[config.mk]
export PLATFORM = sky130hd
export DESIGN_NAME = fetch_pc_scheduler
export DESIGN_NICKNAME = d
export VERILOG_FILES = /design/src/rtl/fetch_pc_scheduler.sv
export SDC_FILE = /design/constraint.sdc
export NUM_CORES = 1
export LEC_CHECK = 0
export ABC_AREA = 1
export CAP_MARGIN = 20
export CORE_UTILIZATION = 46
export DETAILED_ROUTE_END_ITERATION = 6
export PLACE_DENSITY = 0.85
export SLEW_MARGIN = 30
export SYNTH_ARGS = -nofsm -noshare
export SYNTH_HDL_FRONTEND = slang
export SYNTH_SLANG_ARGS = --single-unit
[constraint.sdc]
create_clock -name clock -period 2.6 [get_ports clock]
set_input_delay 0.52 -clock clock [delete_from_list [all_inputs] [get_ports clock]]
set_output_delay 0.52 -clock clock [all_outputs]
set_load 0.01 [all_outputs]
[src/rtl/fetch_pc_scheduler.sv]
// Next-PC command generator: redirect arbitration, debug halt/step/resume, fetch-flush window.
// Zero latency (outputs combinational from state + inputs); a redirect blocked by !i_mem_ready parks in a pending slot.
module fetch_pc_scheduler #(
  parameter int ADDRESS_BITS = 20,
  parameter int FLUSH_CYCLES = 2,
  parameter int COUNT_BITS   = 16
) (
  input  logic                    clock,
  input  logic                    reset,
  input  logic                    trap_valid,
  input  logic [ADDRESS_BITS-1:0] trap_PC,
  input  logic                    branch_valid,
  input  logic [ADDRESS_BITS-1:0] branch_target,
  input  logic                    jump_valid,
  input  logic [ADDRESS_BITS-1:0] jump_target,
  input  logic                    stall_hazard,
  input  logic                    i_mem_ready,
  input  logic                    halt_req,
  input  logic                    step_req,
  input  logic                    resume_req,
  output logic [1:0]              next_PC_select,
  output logic [ADDRESS_BITS-1:0] target_PC,
  output logic                    flush_fetch,
  output logic                    halted,
  output logic [COUNT_BITS-1:0]   redirect_count
);

  localparam logic [1:0] ST_RUN    = 2'd0;
  localparam logic [1:0] ST_HALT   = 2'd1;
  localparam logic [1:0] ST_STEP   = 2'd2;
  localparam logic [1:0] SEL_INCR  = 2'b00;
  localparam logic [1:0] SEL_STALL = 2'b01;
  localparam logic [1:0] SEL_JUMP  = 2'b10;
  localparam logic [3:0] FLUSH_LOAD = 4'(FLUSH_CYCLES);

  logic [1:0]              r_state;
  logic                    r_pend_vld;
  logic [1:0]              r_pend_prio;
  logic [ADDRESS_BITS-1:0] r_pend_tgt;
  logic [3:0]              r_flush_cnt;
  logic [COUNT_BITS-1:0]   r_redirect_count;

  logic                    w_new_vld;
  logic [1:0]              w_new_prio;
  logic [ADDRESS_BITS-1:0] w_new_tgt;
  logic                    w_take_new;
  logic                    w_cand_vld;
  logic [1:0]              w_cand_prio;
  logic [ADDRESS_BITS-1:0] w_cand_tgt;
  logic                    w_issue;
  logic                    w_hold;
  logic [1:0]              w_sel;
  logic [1:0]              w_state_nxt;

  always_comb begin
    w_new_vld  = 1'b1;
    w_new_prio = 2'd0;
    w_new_tgt  = '0;
    if (trap_valid) begin
      w_new_prio = 2'd3;
      w_new_tgt  = trap_PC;
    end else if (branch_valid) begin
      w_new_prio = 2'd2;
      w_new_tgt  = branch_target;
    end else if (jump_valid) begin
      w_new_prio = 2'd1;
      w_new_tgt  = jump_target;
    end else begin
      w_new_vld  = 1'b0;
    end
  end

  // A fresh request displaces the parked one on equal priority: the newer target wins.
  assign w_take_new  = w_new_vld && (!r_pend_vld || (w_new_prio >= r_pend_prio));
  assign w_cand_vld  = w_new_vld | r_pend_vld;
  assign w_cand_prio = w_take_new ? w_new_prio : r_pend_prio;
  assign w_cand_tgt  = w_take_new ? w_new_tgt : r_pend_tgt;
  assign w_issue     = w_cand_vld & i_mem_ready;
  assign w_hold      = stall_hazard | !i_mem_ready | (r_state == ST_HALT);

  always_comb begin
    if (w_issue)                 w_sel = SEL_JUMP;
    else if (w_cand_vld | w_hold) w_sel = SEL_STALL;
    else                         w_sel = SEL_INCR;
  end

  always_comb begin
    w_state_nxt = r_state;
    case (r_state)
      ST_RUN:  if (halt_req) w_state_nxt = ST_HALT;
      ST_HALT: begin
        if (resume_req) begin
          if (!halt_req) w_state_nxt = ST_RUN;
        end else if (step_req) begin
          w_state_nxt = ST_STEP;
        end
      end
      // One advancing cycle (increment or redirect) completes the step.
      ST_STEP: if (w_sel != SEL_STALL) w_state_nxt = ST_HALT;
      default: w_state_nxt = ST_RUN;
    endcase
  end

  always_ff @(posedge clock or negedge reset) begin
    if (!reset) begin
      r_state          <= ST_RUN;
      r_pend_vld       <= 1'b0;
      r_pend_prio      <= 2'd0;
      r_pend_tgt       <= '0;
      r_flush_cnt      <= 4'd0;
      r_redirect_count <= '0;
    end else begin
      r_state <= w_state_nxt;
      if (w_issue) begin
        r_pend_vld <= 1'b0;
      end else if (w_cand_vld) begin
        r_pend_vld  <= 1'b1;
        r_pend_prio <= w_cand_prio;
        r_pend_tgt  <= w_cand_tgt;
      end
      if (w_issue)                r_flush_cnt <= FLUSH_LOAD;
      else if (r_flush_cnt != 4'd0) r_flush_cnt <= r_flush_cnt - 4'd1;
      if (w_issue && (r_redirect_count != '1))
        r_redirect_count <= r_redirect_count + COUNT_BITS'(1);
    end
  end

  assign next_PC_select = reset ? w_sel : SEL_STALL;
  assign target_PC      = (reset && w_issue) ? w_cand_tgt : '0;
  assign flush_fetch    = (r_flush_cnt != 4'd0);
  assign halted         = (r_state == ST_HALT);
  assign redirect_count = r_redirect_count;

endmodule

* Word level (Yosys, flattened, before mapping)
Cells that the tools add are included.
Word-level totals: register bits after elaboration 45, logic and storage cells 60
Cells by class: muxes and demuxes 24, $add $sub $neg 2, equal/unequal tests 8, reductions and logical operators 13, order comparisons 1, bitwise operators 6
Operator list (number):
- $mux 20 | 5
- $mux 2 | 9
- $add 16x1->16 const B | 1
- $ne 16x16->1 const B | 1
- $mux 4 | 2
- $mux 1 | 7
- $ne 3x3->1 const B | 2
- $pmux 2 s3 | 1
- $ne 2x2->1 const B | 2
- $or 1x1->1 | 4
- $reduce_and 4->1 | 1
- $reduce_bool 2->1 | 2
- $reduce_bool 4->1 | 1
- $sub 4x1->4 const B | 1
- $logic_and 1x1->1 | 3
- $reduce_and 3->1 | 1
- $eq 2x1->1 const B | 1
- $eq 2x2->1 const B | 1
- $ge 2x2->1 | 1
- $logic_not 1->1 | 2
- $logic_not 2->1 | 1
- $ne 2x1->1 const B | 1
- $reduce_and 2->1 | 1
- $and 1x1->1 | 1
- other kinds (2) | 2

* Longest topological paths before layout
depth after elaboration 10, depth in mapped cells 14, mapped depth without buffers 12

* Least setup slack after synthesis
OpenSTA, ideal clock, no wires.
path kind input -> output, start point in branch_valid, end point out target_PC[0], setup slack 0.114 ns, data arrival time 1.966 ns, cell stages on the path 12, required time 2.080 ns, path through inv_2 clkbuf_1 a21oi_1 ha_1 inv_1 nand2_1 nand2_1 nand2_1 nand2_1 buf_2 nand2_1 a21boi_1
Between the ends: longest elaborated chain between the ends 7, elaborated cells on any way between the ends 14, classes of those cells 1 x order compare; 8 x mux; 2 x bitwise; 3 x reduce/logical
RTL lines:
- from (decl) | RTL line 12 | input logic branch_valid,
- $mux 2 | RTL line 62 | end else if (branch_valid) begin
- $mux 2 | RTL line 59 | if (trap_valid) begin
- $ge 2x2->1 | RTL line 74 | assign w_take_new = w_new_vld && (!r_pend_vld || (w_new_prio >= r_pend_prio));
- $logic_or 1x1->1 | RTL line 74
- $logic_and 1x1->1 | RTL line 74
- $mux 20 | RTL line 77 | assign w_cand_tgt = w_take_new ? w_new_tgt : r_pend_tgt;
- $mux 20 (*) | RTL line 129 | assign target_PC = (reset && w_issue) ? w_cand_tgt : '0;
- to (decl) | RTL line 22 | output logic [ADDRESS_BITS-1:0] target_PC,
Mark *: on every way between the ends. The rest lies on a longest branch, timed or not.

* Final worst setup path
start point in branch_valid, end point out target_PC[5]
The elaborated chain is that of the path after synthesis.

==> key figures <==
Drt
  • Total wire length: 9500 um
  • 1st-pass router iterations: 6
  • Routed met3 length: 687 um
  • Post-route ant nets: 0
  • Via count: 3613
  • M1 wire length: 3950 um
  • Residual DRC: 12
  • WL/cell: 13.8 um
  • DRT iter0 DRCs: 152
  • Met2 Wirelength: 4730 um
  • Max layer used: met4
  • Mean number of vias per cell: 5.26

Yosys
  • Syn. warnings: 0
  • Synth Area in Adders: 0.0199
  • Number of synthesized flops with an enable pin: 0
  • Synthesized area per cell: 6.47 um2
  • Predominant post-synthesis flop cell: dfrtp_1
  • Synth unique cells: 27
  • Async set-reset flop share out of synthesis: 1.00
  • Post-synthesis xor/xnor area fraction: 0.0250
  • Seq/Total Area, Yosys: 0.358
  • Post-synthesis simple-gate area fraction: 0.400
  • Synth Cell Area: 3150 um2
  • Syn_nets: 562
  • Post-synthesis mux area share: 0
  • Gate Count Post-Synth: 487
  • Largest family of logic cells by synthesized area: simple AND/OR/NAND/NOR gates
  • Compound-Gate Fraction of Synth Area: 0.132
  • Flops & latches, synth: 45

Run status
  • Outcome: finished with violations
  • Violated checks: DRC

Critical path
  • CP max stage cell: ha_1
  • CP Launch Type: input port
  • Setup CP Type: in -> out
  • R2R cell count: 7
  • Crit path cell chain: buf_2 -> inv_2 -> a21oi_4 -> ha_1 -> inv_1 -> nand2_1 -> nand2_2 -> a21oi_4 -> buf_6 -> nand2_2 -> a21boi_1 -> buf_2
  • Max FO, Critical Path: 6
  • Critical Path AT: 1.99 ns
  • CP Data Required Time: 2.08 ns
  • Crit. End Element: primary output
  • Slowest cell delay on critical path: 0.28 ns

STA
  • Fmax: 398 MHz
  • Post-route setup slack: 0.0896 ns
  • Minimum clock period: 2.51 ns
  • Worst Tran Pin Value: 0.660 ns
  • Fin. Hold Viols: 0
  • Slew Limit Fails: 0
  • Tcrit/Tclk final: 0.966
  • RSZ-0062 raised after global routing: false
  • Clk_skew: 0.00621 ns
  • Max transition margin: 0.559
  • Final number of setup-violating endpoints: 0

Final layout
  • Layout Area Growth over Synthesis: 45.2%
  • Area of the multi-input gates: 1910 um2
  • Reg area: 1130 um2
  • Post-layout nets: 684
  • Layout cells sized above 1: 0.157
  • Fillers: 518
  • N_diodes: 0

Clock tree
  • Bufs on Longest Clock Path: 2
  • Clk sinks: 45
  • Worst-path clk slew: 0.09 ns
  • # Post-CTS Setup Buffers: 0
  • Total CTS buffers: 5
  • Root Driver: clkbuf_8
  • H-tree depth: 2
  • Worst-skew pair later-pin latency: 0.30 ns
  • CTS tree: yes

Power and ir drop
  • Power Internal: 1.64 mW
  • Sequential group share of total power: 0.383
  • Sw frac: 0.354
  • Pwr Total: 2.55 mW
  • Clock Power Share: 0.216
  • VDD IR max: 0.490 mV
  • Leak: 2.24 nW
  • Logic pwr share: 0.401
  • P per Cell Area: 557 nW/um2
  • Sw Pwr: 901 uW

Die
  • Full die area: 7180 um2
  • Initial cell density of the core: 0.485
  • Core area: 6490 um2
  • I/O pin count: 110
  • FP Rows: 29
  • Die Width: 84.7 um
  • Die Y: 84.7 um

Placed design
  • Pre-CTS WS: -0.723 ns
  • Detailed placer's ending HPWL: 6740 um
  • Placer Congestion: 0.877
  • Number of I/O port buffers: 109

Run
  • Max Cap Viol: 0

GRT
  • GR Util All Layers: 0.268
  • Vias in the first global route: 3391
  • Initial antenna violation count: 0
  • First-pass GRT wire length: 15400 um
  • Largest net degree at the start of global routing: 46
  • Remaining Overflow, GRT: 0

Hold path
  • Min-delay worst type: in -> async
[sequential cells by signal (all words and copies together), names as in the netlist]
name / cells
r_flush_cnt: 4
r_pend_vld: 1
r_state: 2
r_pend_prio: 2
r_pend_tgt: 20
redirect_count: 16
[cell families after synthesis]
logic type	count (synthesis)
adder cells (fa/ha/maj)	5
XOR/XNOR	9
flip-flops	45
AND/OR/NAND/NOR	309
AO/OA/AOI/OAI	70
buffers and inverters	49
[Yosys cell counts (all sizes together), types with 5 or more instances]
master	instances	area share
dfrtp	45	0.36
clkbuf	11	0.013
nand2	220	0.26
nand4	7	0.014
o21ai	6	0.013
a21oi	43	0.068
nand3	29	0.050
buf	11	0.019
ha	5	0.020
nor2	51	0.070
a21boi	20	0.048
xnor2	6	0.017
inv	27	0.033
[worst max-delay path: cells and delay by family]
family | cells | cell delay, ns
AND/OR/NAND/NOR | 3 | 0.21
buffers and inverters | 5 | 0.58
adder cells (fa/ha/maj) | 1 | 0.28
AO/OA/AOI/OAI | 3 | 0.41
[metrics by stage]
stage	TNS, ns	hold WS (ns)	instances	cell area [um2]	util
floorplan	0	0.224	487	3150	-
global placement	-12.83	0.463	677	4420	0.681
detailed placement	-14.21	0.465	677	4420	0.681
CTS	0	0.404	687	4520	0.695
global route	0	0.432	687	4570	0.704
finish	0	0.386	687	4570	0.704
[layout by cell type (no fill, tap or decap), types with 5 or more instances in the layout]
master             n
nand3_1           28
inv_1             23
buf_2             22
a21boi_2           6
nand4_1            7
dfrtp_1           45
nand2_2           13
clkbuf_8           6
clkdlybuf4s50_1   83
a21boi_1          14
a21oi_1           41
nand2_1          205
ha_1               5
nor2_1            44
buf_6              7
buf_4             20
xnor2_1            6
[repair_timing]
action,4_1_cts,5_1_grt
pin swaps,6,14
gates cloned,2,0
hold buffers,0,0
gates resized for setup,107,25
endpoints found under the setup margin,22,20
[metal layers]
layer  vias up  global-route usage
li1       1783                   -
met1      1694               0.325
met2       121               0.483
met3        15              0.0462
met4         0              0.0847
met5         -                   0
[area by class of cell]
cell class,count,share of cell area
clock buffers,6,0.0181
inverters,27,0.0227
multi-input cells,393,0.418
clock inverters,2,0.00821
flip-flops and latches,45,0.246
well taps,77,0.0211
repair buffers,137,0.266
[power groups by stage]
stage | registers [mW] | logic [mW] | clock network [mW]
after floorplan | 0.974 | 0.534 | 0
after global placement | 0.981 | 0.937 | 0
after detailed placement | 0.984 | 0.971 | 0
after CTS | 0.971 | 0.996 | 0.567
after global routing | 0.992 | 1.14 | 0.588
final | 0.974 | 1.02 | 0.551
[path summary, 6_finish.rpt]
check | from | end | slack [ns]
max | branch_valid | target_PC[5] | 0.09
min | reset | redirect_count[6] | 0.39
max reg2reg | redirect_count[0] | redirect_count[12] | 0.81
min reg2reg | r_pend_tgt[11] | r_pend_tgt[11] | 0.48
max in group asynchronous | reset | r_flush_cnt[3] | 1.84
min in group clock | r_pend_tgt[11] | r_pend_tgt[11] | 0.48
No activity file was read; power rests on OpenSTA's default activity.
